==> config.mk <==
export PLATFORM = sky130hd
export DESIGN_NAME = adc_result_fifo_flat
export DESIGN_NICKNAME = d
export VERILOG_FILES = /design/src/rtl/adc_result_fifo_if.sv /design/src/rtl/adc_result_fifo.sv /design/src/flat_wrapper.sv
export SDC_FILE = /design/constraint.sdc
export NUM_CORES = 1
export LEC_CHECK = 0
export CAP_MARGIN = 20
export CORE_ASPECT_RATIO = 1.1
export CORE_MARGIN = 8
export CORE_UTILIZATION = 50
export CTS_CLUSTER_SIZE = 25
export DETAILED_ROUTE_END_ITERATION = 10
export DONT_BUFFER_PORTS = 1
export PLACE_DENSITY = 0.63
export SLEW_MARGIN = 20
export SYNTH_ARGS = -nofsm -noshare
export SYNTH_HDL_FRONTEND = slang
export SYNTH_SLANG_ARGS = --single-unit
==> constraint.sdc <==
create_clock -name clk -period 3.3 [get_ports clk]
set_input_delay 0.66 -clock clk [delete_from_list [all_inputs] [get_ports clk]]
set_output_delay 0.66 -clock clk [all_outputs]
set_load 0.1 [all_outputs]
==> src/rtl/adc_result_fifo_if.sv <==
// adc_result_fifo_if -- bundle of the SAR result handshake, FIFO control and
// status signals between a producer/consumer (master) and the FIFO (slave).
//   conv_finished_in / result_in : conversion-done level and result word
//   rd_en_in, flush_in, clr_ovf_in, threshold_in : consumer controls
//   data_out, valid_out, full_out, level_out, overflow_out, irq_out : status
interface adc_result_fifo_if #(
  parameter int DATA_BITS  = 12,
  parameter int DEPTH_LOG2 = 3
);
  logic                  conv_finished_in;
  logic [DATA_BITS-1:0]  result_in;
  logic                  rd_en_in;
  logic                  flush_in;
  logic                  clr_ovf_in;
  logic [DEPTH_LOG2:0]   threshold_in;
  logic [DATA_BITS-1:0]  data_out;
  logic                  valid_out;
  logic                  full_out;
  logic [DEPTH_LOG2:0]   level_out;
  logic                  overflow_out;
  logic                  irq_out;

  modport master (
    output conv_finished_in, result_in, rd_en_in, flush_in, clr_ovf_in, threshold_in,
    input  data_out, valid_out, full_out, level_out, overflow_out, irq_out
  );

  modport slave (
    input  conv_finished_in, result_in, rd_en_in, flush_in, clr_ovf_in, threshold_in,
    output data_out, valid_out, full_out, level_out, overflow_out, irq_out
  );
endinterface

==> src/rtl/adc_result_fifo.sv <==
// adc_result_fifo -- first-word fall-through FIFO capturing SAR conversion
// results on the rising edge of the conversion-done level.
//   clk   : system clock, all state on rising edge
//   rst_n : asynchronous active-low reset
//   bus   : adc_result_fifo_if.slave (write strobe/data, pop, flush,
//           overflow clear, irq threshold; head data and status flags)
module adc_result_fifo #(
  parameter int DATA_BITS  = 12,
  parameter int DEPTH_LOG2 = 3
) (
  input  logic               clk,
  input  logic               rst_n,
  adc_result_fifo_if.slave   bus
);
  localparam int DEPTH = 1 << DEPTH_LOG2;
  localparam int LVL_W = DEPTH_LOG2 + 1;

  logic [DATA_BITS-1:0]  r_mem [DEPTH];
  logic [DEPTH_LOG2-1:0] r_wr_ptr;
  logic [DEPTH_LOG2-1:0] r_rd_ptr;
  logic [LVL_W-1:0]      r_level;
  logic                  r_conv_d;
  logic                  r_ovf;

  logic w_wr_evt;
  logic w_full;
  logic w_empty;
  logic w_pop;
  logic w_wr_ok;
  logic w_ovf_evt;

  assign w_wr_evt  = bus.conv_finished_in & ~r_conv_d;
  assign w_full    = (r_level == LVL_W'(DEPTH));
  assign w_empty   = (r_level == '0);
  // Flush discards both the pop and the write of the same cycle.
  assign w_pop     = bus.rd_en_in & ~w_empty & ~bus.flush_in;
  // A full FIFO still accepts a write when the head is popped in the same cycle.
  assign w_wr_ok   = w_wr_evt & ~bus.flush_in & (~w_full | w_pop);
  assign w_ovf_evt = w_wr_evt & ~bus.flush_in & w_full & ~w_pop;

  // Storage is not reset; data_out is masked while empty.
  always_ff @(posedge clk) begin
    if (w_wr_ok) r_mem[r_wr_ptr] <= bus.result_in;
  end

  always_ff @(posedge clk or negedge rst_n) begin
    if (!rst_n) begin
      r_conv_d <= 1'b0;
      r_wr_ptr <= '0;
      r_rd_ptr <= '0;
      r_level  <= '0;
      r_ovf    <= 1'b0;
    end else begin
      r_conv_d <= bus.conv_finished_in;
      if (bus.flush_in) begin
        r_wr_ptr <= '0;
        r_rd_ptr <= '0;
        r_level  <= '0;
      end else begin
        if (w_wr_ok) r_wr_ptr <= r_wr_ptr + DEPTH_LOG2'(1);
        if (w_pop)   r_rd_ptr <= r_rd_ptr + DEPTH_LOG2'(1);
        case ({w_wr_ok, w_pop})
          2'b10:   r_level <= r_level + LVL_W'(1);
          2'b01:   r_level <= r_level - LVL_W'(1);
          default: r_level <= r_level;
        endcase
      end
      // Set wins over a same-cycle clear.
      if (w_ovf_evt)           r_ovf <= 1'b1;
      else if (bus.clr_ovf_in) r_ovf <= 1'b0;
    end
  end

  assign bus.data_out     = w_empty ? '0 : r_mem[r_rd_ptr];
  assign bus.valid_out    = ~w_empty;
  assign bus.full_out     = w_full;
  assign bus.level_out    = r_level;
  assign bus.overflow_out = r_ovf;
  // Level never exceeds DEPTH, so thresholds above DEPTH never fire.
  assign bus.irq_out      = (bus.threshold_in != '0) && (r_level >= bus.threshold_in);
endmodule

==> src/flat_wrapper.sv <==
// flat-port wrapper written by rule: the top's interface ports become plain ports
module adc_result_fifo_flat 
#(
  parameter int DATA_BITS  = 12,
  parameter int DEPTH_LOG2 = 3
)
  (clk, rst_n, bus_conv_finished_in, bus_result_in, bus_rd_en_in, bus_flush_in, bus_clr_ovf_in, bus_threshold_in, bus_data_out, bus_valid_out, bus_full_out, bus_level_out, bus_overflow_out, bus_irq_out);
  adc_result_fifo_if #(.DATA_BITS(DATA_BITS), .DEPTH_LOG2(DEPTH_LOG2)) bus_i ();
  input  logic clk;
  input  logic rst_n;
  input wire logic [$bits(bus_i.conv_finished_in)-1:0] bus_conv_finished_in;
  input wire logic [$bits(bus_i.result_in)-1:0] bus_result_in;
  input wire logic [$bits(bus_i.rd_en_in)-1:0] bus_rd_en_in;
  input wire logic [$bits(bus_i.flush_in)-1:0] bus_flush_in;
  input wire logic [$bits(bus_i.clr_ovf_in)-1:0] bus_clr_ovf_in;
  input wire logic [$bits(bus_i.threshold_in)-1:0] bus_threshold_in;
  output wire logic [$bits(bus_i.data_out)-1:0] bus_data_out;
  output wire logic [$bits(bus_i.valid_out)-1:0] bus_valid_out;
  output wire logic [$bits(bus_i.full_out)-1:0] bus_full_out;
  output wire logic [$bits(bus_i.level_out)-1:0] bus_level_out;
  output wire logic [$bits(bus_i.overflow_out)-1:0] bus_overflow_out;
  output wire logic [$bits(bus_i.irq_out)-1:0] bus_irq_out;
  assign bus_i.conv_finished_in = bus_conv_finished_in;
  assign bus_i.result_in = bus_result_in;
  assign bus_i.rd_en_in = bus_rd_en_in;
  assign bus_i.flush_in = bus_flush_in;
  assign bus_i.clr_ovf_in = bus_clr_ovf_in;
  assign bus_i.threshold_in = bus_threshold_in;
  assign bus_data_out = bus_i.data_out;
  assign bus_valid_out = bus_i.valid_out;
  assign bus_full_out = bus_i.full_out;
  assign bus_level_out = bus_i.level_out;
  assign bus_overflow_out = bus_i.overflow_out;
  assign bus_irq_out = bus_i.irq_out;
  adc_result_fifo #(.DATA_BITS(DATA_BITS), .DEPTH_LOG2(DEPTH_LOG2)) u_core (.clk(clk), .rst_n(rst_n), .bus(bus_i));
endmodule
; Word-level counts from Yosys, hierarchy flattened
; Memory sizes are Yosys's and may differ from the RTL's.
; Cells that the tools add are included.
[op_classes]
add_sub_neg = 4
order_cmp = 1
eq_ne = 3
muxes = 11
bitwise_logic = 13
reduce_logical = 7
[op_table]
columns = operator, count
row1 = two-way mux 12 bit, 1
row2 = two-way mux 3 bit, 4
row3 = one-hot mux 4 bit (2 select lines), 1
row4 = bitwise AND 1 bit, 7
row5 = adder 3 x 1 -> 3 bit (second input constant), 2
row6 = nonzero test 2 bit, 3
row7 = inverter 1 bit, 5
row8 = adder 4 x 1 -> 4 bit (second input constant), 1
row9 = equality test 4 bit (second input constant), 1
row10 = greater-or-equal comparator 4 bit, 1
row11 = zero test 4 bit, 1
row12 = two-way mux 1 bit, 4
row13 = two-way mux 4 bit, 1
row14 = nonzero test 4 bit, 1
row15 = subtractor 4 x 1 -> 4 bit (second input constant), 1
row16 = nonzero test 3 bit, 1
row17 = equality test 2 x 1 -> 1 bit (second input constant), 1
row18 = equality test 2 bit (second input constant), 1
row19 = logical AND 1 bit, 1
row20 = bitwise OR 1 bit, 1
[word_totals]
regBits = 12
ramBits = 96
in_bits = 22
out_inout_bits = 20
word_cells = 45
memories = 1
[memory_table]
columns = memory, depth, width, read_ports, rd_ports_with_merged_regs, wr, line_no
row1 = u_core.r_mem, 8, 12, 1, 0, 1, adc_result_fifo.sv:18  ; logic [DATA_BITS-1:0] r_mem [DEPTH];

; Depth between registers and ports, before layout
; Gate-level depths: netlist of the first run.
[depth]
word_depth = 9
mapped_depth = 8
ltp_nobuf = 7

; Worst setup path before layout of the first run
; No wires, ideal clock.
[synth_timing]
path_type = reg2out
start = register u_core.r_level[0] (netlist: u_core.bus.level_out[0])
end = output port bus_irq_out
t_arrival_ns = 3.791
setup_slack_ns = -1.151
stages_incl_launch_ff = 7
n_path_buf = 0
path_cell_list = dfrtp_1 > inv_1 > ha_1 > nand2b_1 > a21o_1 > a211oi_1 > nor3_1
[synth_between]
elab_chain_cells = 2
[synth_lines]
columns = item, line_no
row1 = start: declaration, adc_result_fifo.sv:21  ; logic [LVL_W-1:0] r_level;
row2 = start signal: assignment, adc_result_fifo.sv:63  ; 2'b10: r_level <= r_level + LVL_W'(1);
row3 = start signal: assignment, adc_result_fifo.sv:64  ; 2'b01: r_level <= r_level - LVL_W'(1);
row4 = start signal: assignment, adc_result_fifo.sv:65  ; default: r_level <= r_level;
row5 = greater-or-equal comparator 4 bit, adc_result_fifo.sv:80  ; assign bus.irq_out = (bus.threshold_in != '0) && (r_level >= bus.threshold_in);
row6 = logical AND 1 bit, adc_result_fifo.sv:80
row7 = end: declaration, flat_wrapper.sv:22  ; output wire logic [$bits(bus_i.irq_out)-1:0] bus_irq_out;
; No other way between the ends.

; Final worst setup path of the first run
[layout_timing]
start = register u_core.r_rd_ptr[0]
end = output port bus_data_out[0]
[layout_between]
elab_chain_cells = 2
[layout_lines]
columns = item, line_no
row1 = start: declaration, adc_result_fifo.sv:20  ; logic [DEPTH_LOG2-1:0] r_rd_ptr;
row2 = start signal: assignment, adc_result_fifo.sv:61  ; if (w_pop) r_rd_ptr <= r_rd_ptr + DEPTH_LOG2'(1);
row3 = memory read (8 x 12 bit), -
row4 = two-way mux 12 bit, adc_result_fifo.sv:74  ; assign bus.data_out = w_empty ? '0 : r_mem[r_rd_ptr];
row5 = end: declaration, flat_wrapper.sv:17  ; output wire logic [$bits(bus_i.data_out)-1:0] bus_data_out;
; No other way between the ends.

==> out/qor.tcl, run 1 <==
set qor(synth_cells) 259
set qor(finalWeightedCongestion) 0.742
set qor(worstSetupPathDepth) 5
set qor(clock_path_buffers) 2
set qor(ys.flop_type) {sky130_fd_sc_hd__edfxtp_1}
set qor(detail_route.iter0.violations) 113
set qor(ys_top_cells_by_count) {sky130_fd_sc_hd__edfxtp_1 (96), sky130_fd_sc_hd__nor2_1 (30), sky130_fd_sc_hd__mux4_2 (24), sky130_fd_sc_hd__mux2i_1 (13), sky130_fd_sc_hd__dfrtp_1 (12)}
set qor(maximum_number_of_pins_on_one_net_before_global_route_repair) 25
set qor(finish.net_count) 321
set qor(finalHoldViolations) 0
set qor(clock_network_latency_to_the_later_pin_of_the_worst_skew_pair_ps) 360
set qor(cts_root_buf) {sky130_fd_sc_hd__clkbuf_8}
set qor(grt_pass1_vias) 2457
set qor(initial_antenna_violation_count) 0
set qor(cellPowerDensity_nw_per_um2) 816
set qor(synth.top_cell.area_share_pct) 63.0
set qor(syn-num-nets) 290
set qor(worst_hold_path_type) {in -> reg}
set qor(wirelength_mm) 8.58
set qor(crit_path_kind) {reg -> out}
set qor(finalSetupViolations) 0
set qor(finalHoldWorstSlack_ps) 318
set qor(ys_seq_elements) 108
set qor(tritoncts) {built}
set qor(avgViaCountPerCell) 5.63
set qor(synth_area_leaders) {sky130_fd_sc_hd__edfxtp_1 (63%), sky130_fd_sc_hd__mux4_2 (12%), sky130_fd_sc_hd__dfrtp_1 (6.6%)}
set qor(post_drt_wl_per_cell_um) 21.0
set qor(worstPathMaxFanout) 16
set qor(cts.reportedPaths.clkPinSlew_ps) 100
set qor(die_y_um) 116
set qor(finalCoreUtilization_pct) 58.2
set qor(dieWidth_um) 107
set qor(yosysMostFrequentCell) {sky130_fd_sc_hd__edfxtp_1}
set qor(worst-path-buf-inv) 2
set qor(post_cts.resized_instances) 0
set qor(yosysWarnings) 0
set qor(placed_cells_incl_taps) 392
set qor(power.total_w) 0.00421
set qor(regToRegStartpoint) {u_core.bus.level_out[1]$_DFFE_PN0P_}
set qor(cp-end-kind) {primary output}
set qor(reg2reg_depth) 7
set qor(area_delta_synth_final_pct) 12.9
set qor(post-route-min-period_ps) 2950
set qor(hp-start) {bus_conv_finished_in}
set qor(leakagePower_nw) 1.72
set qor(post_synth.cell_area_avg_um2) 17.7
set qor(insertedDiodeCount) 0
set qor(critical_path.endpoint) {bus_data_out[0]}
set qor(fin_cells) 409
set qor(clkSinkCount) 108
set qor(worst_path_max_delay_cell) {sky130_fd_sc_hd__dfrtp_1}
set qor(setup_crit_start) {u_core.r_rd_ptr[0]$_DFFE_PN0P_}
set qor(critical-path-max-stage-delay_ps) 640
set qor(fin_ws_ps) 349
set qor(post-dp-hpwl_mm) 5.71
set qor(unrepaired_setup_endpoints_after_global_routing) {no}
set qor(ys_types) 42
set qor(fmaxAchievable_ghz) 0.339
set qor(fin_worst_skew_ps) 10.1
set qor(cts_htree_levels) 3
set qor(drt_pass1_iterations) 4
set qor(antenna_left) 0
set qor(fillerInstances) 686
set qor(start_kind) {flip-flop}
set qor(r2r-end) {u_core.bus.level_out[3]$_DFFE_PN0P_}
set qor(post_route_cells_drive_above_1_share_pct) 32.2
set qor(timing_max_transition_violations_final) 0
set qor(buffer_ports.inserted) 0
set qor(worstPathCellList) {buf_12 -> mux4_2 -> mux2i_1 -> nor2_2 -> buf_4}
set qor(synth_area_leader_cell) {sky130_fd_sc_hd__edfxtp_1}
set qor(synth.yosys.seq_area_share_pct) 69.6
set qor(count_of_flip_flops_with_a_built_in_enable_after_synthesis) 96
set qor(grt_first_pass_wirelength_mm) 13.6
set qor(die_area_um2) 12500
set qor(ios) 42
set qor(largest_delay_contributor_family_on_the_critical_path) {multiplexers}
set qor(regToRegSetupSlack_ps) 680
set qor(drc) 0
set qor(core_area_um2) 8870
set qor(run_status) {complete, no violations}
set qor(slew_headroom_pct) 40.5
set qor(tightest_slew_ps) 893
set qor(initial_utilization_pct) 51.5
set qor(async_flop_share_pct) 11.1
set qor(mappedNetlistArea_um2) 4570
set qor(gr-total-overflow) 0
set qor(timing.critical_path.arrival_ps) 2290
set qor(cts_made_buffers) 9
set qor(vias) 2304
set qor(max-cap-violations) 0
set qor(grt_util_all_layers_pct) 14.8
set qor(finalCritPeriodShare_pct) 89.4
set qor(critical_path_data_required_time_ps) 2640
set qor(post-place-ws_ps) 690
set qor(rows) 36
set qor(ir_worst_vdd_uv) 540
## layout make-up
class / instances / area, um2 / share of cell area [%]
clock buffer: 9 / 124 / 2.40
clock inverter: 7 / 61.3 / 1.19
inverter: 9 / 33.8 / 0.655
multi-input combinational: 130 / 1350 / 26.1
sequential: 108 / 3180 / 61.7
tap: 114 / 143 / 2.76
timing repair buffer: 32 / 268 / 5.19
## per-layer routing
metal  track usage, %  up-vias  part of all wire (%)
met1             18.0     1177                    44
li1                 -     1074                     -
met5                0        -                     0
met2             24.6       47                    50
met4             6.20        0                  0.80
met3             3.70        6                   5.7
## worst min-delay path by stage
stage / endpoint / slack [ps] / cells after the start
2_1_floorplan: u_core.bus.level_out[0]$_DFFE_PN0P_ / 360 / 0
3_3_place_gp: u_core.r_conv_d$_DFF_PN0_ / 360 / 0
3_5_place_dp: u_core.bus.level_out[3]$_DFFE_PN0P_ / 360 / 0
4_1_cts: u_core.r_conv_d$_DFF_PN0_ / 300 / 0
5_1_grt: u_core.r_conv_d$_DFF_PN0_ / 290 / 0
6_report: u_core.r_conv_d$_DFF_PN0_ / 320 / 0
## state kept, by name, indices dropped and copies added, names as in the netlist
register	cells
u_core.r_mem	96
u_core.bus.level_out	4
u_core.r_rd_ptr	3
u_core.r_wr_ptr	3
u_core.bus.overflow_out	1
u_core.r_conv_d	1
## logic make-up after synthesis
family,synth area share (%)
buffers and inverters,1.97
AO/OA/AOI/OAI,3.17
AND/OR/NAND/NOR,6.48
flip-flops,69.6
XOR/XNOR,1.15
adder cells (fa/ha/maj),2.63
multiplexers,15.0
## where the power goes
group | switching, W | internal, W | total (W)
registers | 0.0000812 | 0.00152 | 0.00160
logic | 0.00134 | 0.000531 | 0.00187
clock network | 0.000454 | 0.000288 | 0.000742
total | 0.00187 | 0.00234 | 0.00421
## what timing repair did
item                       in CTS  in global routing
setup buffers                   0                  0
setup endpoints to repair       0                  0
hold buffers                    1                  0
hold endpoints to repair       12                  0
## layout by cell type (no fill, tap or decap), drive strengths merged, types with 3 or more instances in the layout
master and n:
dfrtp 12, xnor2 4, nor4 3, nand3 6, buf 31, inv 12
nor2 31, nor3 5, clkinv 4, edfxtp 96, mux4 24, ha 8
clkbuf 9, a31oi 3, nand2b 6, mux2i 13, a21oi 3
## per-stage QoR
step | instance area (um2) | setup TNS, ps
floorplan | 4580 | -2300
global placement | 4970 | 0
detailed placement | 4970 | 0
CTS | 5160 | 0
global route | 5160 | 0
finish | 5160 | 0
Note: power is estimated with default switching activity, not from simulation.
==> inputs of run 2 (changes only) <==
--- a/config.mk
+++ b/config.mk
@@ -12,6 +12,7 @@
 export CTS_CLUSTER_SIZE = 25
 export DETAILED_ROUTE_END_ITERATION = 10
 export DONT_BUFFER_PORTS = 1
+export MAX_ROUTING_LAYER = met4
 export PLACE_DENSITY = 0.63
 export SLEW_MARGIN = 20
 export SYNTH_ARGS = -nofsm -noshare
==> run 2 against run 1 <==
Non-clock buffer count is the same. Sequential share of layout area is the same. Clock power about the same. Final cell count unchanged. Combinational power hardly changed. Via count about the same. Clock skew hardly changed. Power about the same. Register-to-register slack worse by 20 ps. Critical endpoint unchanged. Highest routed layer unchanged.
==> out/qor.tcl, run 2 (synthesis gave the netlist of run 1 again) <==
set qor(layout_commonest_cell) {sky130_fd_sc_hd__edfxtp_1}
set qor(rows) 36 ;# unchanged
set qor(insertedDiodeCount) 0 ;# unchanged
set qor(finalCoreUtilization_pct) 58.2 ;# unchanged
set qor(clkSinkCount) 108 ;# unchanged
set qor(worstSetupPathDepth) 5 ;# unchanged
set qor(worst_hold_path_type) {in -> reg}
set qor(finalWeightedCongestion) 0.751 ;# +1.3%
set qor(reg2reg_depth) 7 ;# unchanged
set qor(drt_pass1_iterations) 4 ;# unchanged
set qor(avgViaCountPerCell) 5.63 ;# about the same
set qor(regToRegStartpoint) {u_core.bus.level_out[1]$_DFFE_PN0P_}
set qor(fillerInstances) 686 ;# unchanged
set qor(wirelength_mm) 8.58 ;# about the same
set qor(cp-end-kind) {primary output}
set qor(worst-path-buf-inv) 2 ;# unchanged
set qor(post_route_cells_drive_above_1_share_pct) 32.2 ;# unchanged
set qor(unrepaired_setup_endpoints_after_global_routing) {no}
set qor(buffer_ports.inserted) 0 ;# unchanged
set qor(detail_route.iter0.violations) 113 ;# unchanged
set qor(worst_path_max_delay_cell) {sky130_fd_sc_hd__dfrtp_1}
set qor(grt_first_pass_wirelength_mm) 13.6 ;# about the same
set qor(die_area_um2) 12500 ;# unchanged
set qor(setup_tns_ps) 0 ;# unchanged
set qor(dieWidth_um) 107 ;# unchanged
set qor(finalSetupViolations) 0 ;# unchanged
set qor(ios) 42 ;# unchanged
set qor(tightest_slew_ps) 893 ;# -0.0138 ps
set qor(finalCritPeriodShare_pct) 89.4 ;# about the same
set qor(sw_frac_of_total_pct) 44.4 ;# about the same
set qor(grt_util_all_layers_pct) 15.2 ;# +0.44 points
set qor(antenna_left) 0 ;# unchanged
set qor(timing.critical_path.arrival_ps) 2290 ;# about the same
set qor(power.sequential.fraction_pct) 38.0 ;# about the same
set qor(total_switching_power_w) 0.00187 ;# about the same
set qor(critical_path_data_required_time_ps) 2640 ;# about the same
set qor(hp-start) {bus_conv_finished_in}
set qor(cellPowerDensity_nw_per_um2) 816 ;# about the same
set qor(initial_utilization_pct) 51.5 ;# unchanged
set qor(finalHoldWorstSlack_ps) 317 ;# -0.926 ps
set qor(leakagePower_nw) 1.72 ;# unchanged
set qor(max-cap-violations) 0 ;# unchanged
set qor(start_kind) {flip-flop}
set qor(cts_made_buffers) 9 ;# unchanged
set qor(critical-path-max-stage-delay_ps) 640 ;# about the same
set qor(post-route-min-period_ps) 2950 ;# +0.881 ps
set qor(finish.net_count) 321 ;# unchanged
set qor(setup_crit_start) {u_core.r_rd_ptr[0]$_DFFE_PN0P_}
set qor(post_drt_wl_per_cell_um) 21.0 ;# about the same
set qor(gr-total-overflow) 0 ;# unchanged
set qor(finalHoldViolations) 0 ;# unchanged
set qor(max_reg_flops) 96 ;# unchanged
set qor(tritoncts) {built}
set qor(run_status) {complete, no violations}
set qor(placed_cells_incl_taps) 392 ;# unchanged
set qor(cts_root_buf) {sky130_fd_sc_hd__clkbuf_8}
set qor(final_cell_mix) {sky130_fd_sc_hd__edfxtp_1 (96), sky130_fd_sc_hd__buf_4 (29), sky130_fd_sc_hd__mux4_2 (24)}
set qor(fmaxAchievable_ghz) 0.339 ;# about the same
set qor(post_cts.resized_instances) 0 ;# unchanged
set qor(registers.top_by_ff_count) {u_core.r_mem}
set qor(worstPathCellList) {buf_12 -> mux4_2 -> mux2i_1 -> nor2_2 -> buf_4}
set qor(initial_antenna_violation_count) 0 ;# unchanged
set qor(power.share.clock_pct) 17.6 ;# about the same
set qor(drc) 0 ;# unchanged
set qor(p_int_w) 0.00234 ;# about the same
set qor(clock_path_buffers) 2 ;# unchanged
set qor(area_delta_synth_final_pct) 12.9 ;# unchanged
set qor(worstPathMaxFanout) 16 ;# unchanged
set qor(clock_network_latency_to_the_later_pin_of_the_worst_skew_pair_ps) 360 ;# about the same
set qor(combinational_share_of_power_pct) 44.3 ;# about the same
set qor(largest_delay_contributor_family_on_the_critical_path) {multiplexers}
set qor(crit_path_kind) {reg -> out}
set qor(vias) 2302 ;# -0.087%
set qor(cts.reportedPaths.clkPinSlew_ps) 100 ;# about the same
set qor(core_area_um2) 8870 ;# unchanged
set qor(cts_htree_levels) 3 ;# unchanged
set qor(fin_cells) 409 ;# unchanged
set qor(grt_pass1_vias) 2457 ;# unchanged
set qor(slew_headroom_pct) 40.5 ;# about the same
set qor(fin_worst_skew_ps) 10.3 ;# +0.177 ps
set qor(die_y_um) 116 ;# unchanged
set qor(post-dp-hpwl_mm) 5.71 ;# unchanged
set qor(ir_worst_vdd_uv) 540 ;# about the same
set qor(maximum_number_of_pins_on_one_net_before_global_route_repair) 25 ;# unchanged
set qor(timing_max_transition_violations_final) 0 ;# unchanged
set qor(worstHoldPathCells) 0 ;# unchanged
-- run 2: cell counts in the layout (fill, tap and decap cells not counted) --
Identical to the previous run, type by type.
-- run 2: layer usage --
metal  up-vias  global-route usage [%]  share of wire (%)  routed length, um
met1      1180                    18.1                 44               3780
met4         0                    6.20               0.82                 70
met5         -                       -                  0                  0
met3         6                    3.64                5.4                465
li1       1074                       -                  -                  -
met2        42                    24.5                 50               4260
-- run 2: layout make-up --
class                   instances  area, um2  area share [%]
repair buffers                 32        268            5.19
multi-input cells             130       1350            26.1
well taps                     114        143            2.76
clock inverters                 7       61.3            1.19
flip-flops and latches        108       3180            61.7
clock buffers                   9        124            2.40
inverters                       9       33.8           0.655
-- run 2: power by group through the flow --
stage | sequential [W] | clock [W] | combinational [W]
after floorplan | 0.00169 | 0 | 0.00141
after global placement | 0.00163 | 0 | 0.00187
after detailed placement | 0.00163 | 0 | 0.00188
after CTS | 0.00160 | 0.000759 | 0.00189
after global routing | 0.00161 | 0.000810 | 0.00197
final | 0.00160 | 0.000743 | 0.00187
-- run 2: metrics by stage --
stage	total power, W	setup slack (ps)	cell area (um2)
floorplan	0.00310	-225	4580
global placement	0.00350	730	4970
detailed placement	0.00352	690	4970
CTS	0.00425	311	5160
global route	0.00439	223	5160
finish	0.00421	348	5160
-- run 2: timing repair --
item                                   CTS  global route
hold buffers                             1             0
endpoints found under the hold margin   12             0
setup buffers                            0             0
-- run 2: path summary, 6_finish.rpt --
kind / slack, ps / endpoint
max: 350 / bus_data_out[0]
min: 320 / u_core.r_conv_d$_DFF_PN0_
max reg2reg: 660 / u_core.bus.level_out[3]$_DFFE_PN0P_
min reg2reg: 580 / u_core.r_rd_ptr[1]$_DFFE_PN0P_
max in group asynchronous: 2200 / u_core.r_rd_ptr[2]$_DFFE_PN0P_
min in group asynchronous: 720 / u_core.bus.level_out[3]$_DFFE_PN0P_
==> inputs of run 3 (changes only) <==
--- a/config.mk
+++ b/config.mk
@@ -14,7 +14,6 @@
 export DONT_BUFFER_PORTS = 1
 export MAX_ROUTING_LAYER = met4
 export PLACE_DENSITY = 0.63
-export SLEW_MARGIN = 20
 export SYNTH_ARGS = -nofsm -noshare
 export SYNTH_HDL_FRONTEND = slang
 export SYNTH_SLANG_ARGS = --single-unit
==> results of run 3 <==
Same layout as run 2: the final DEF is identical, and so are final timing and power.
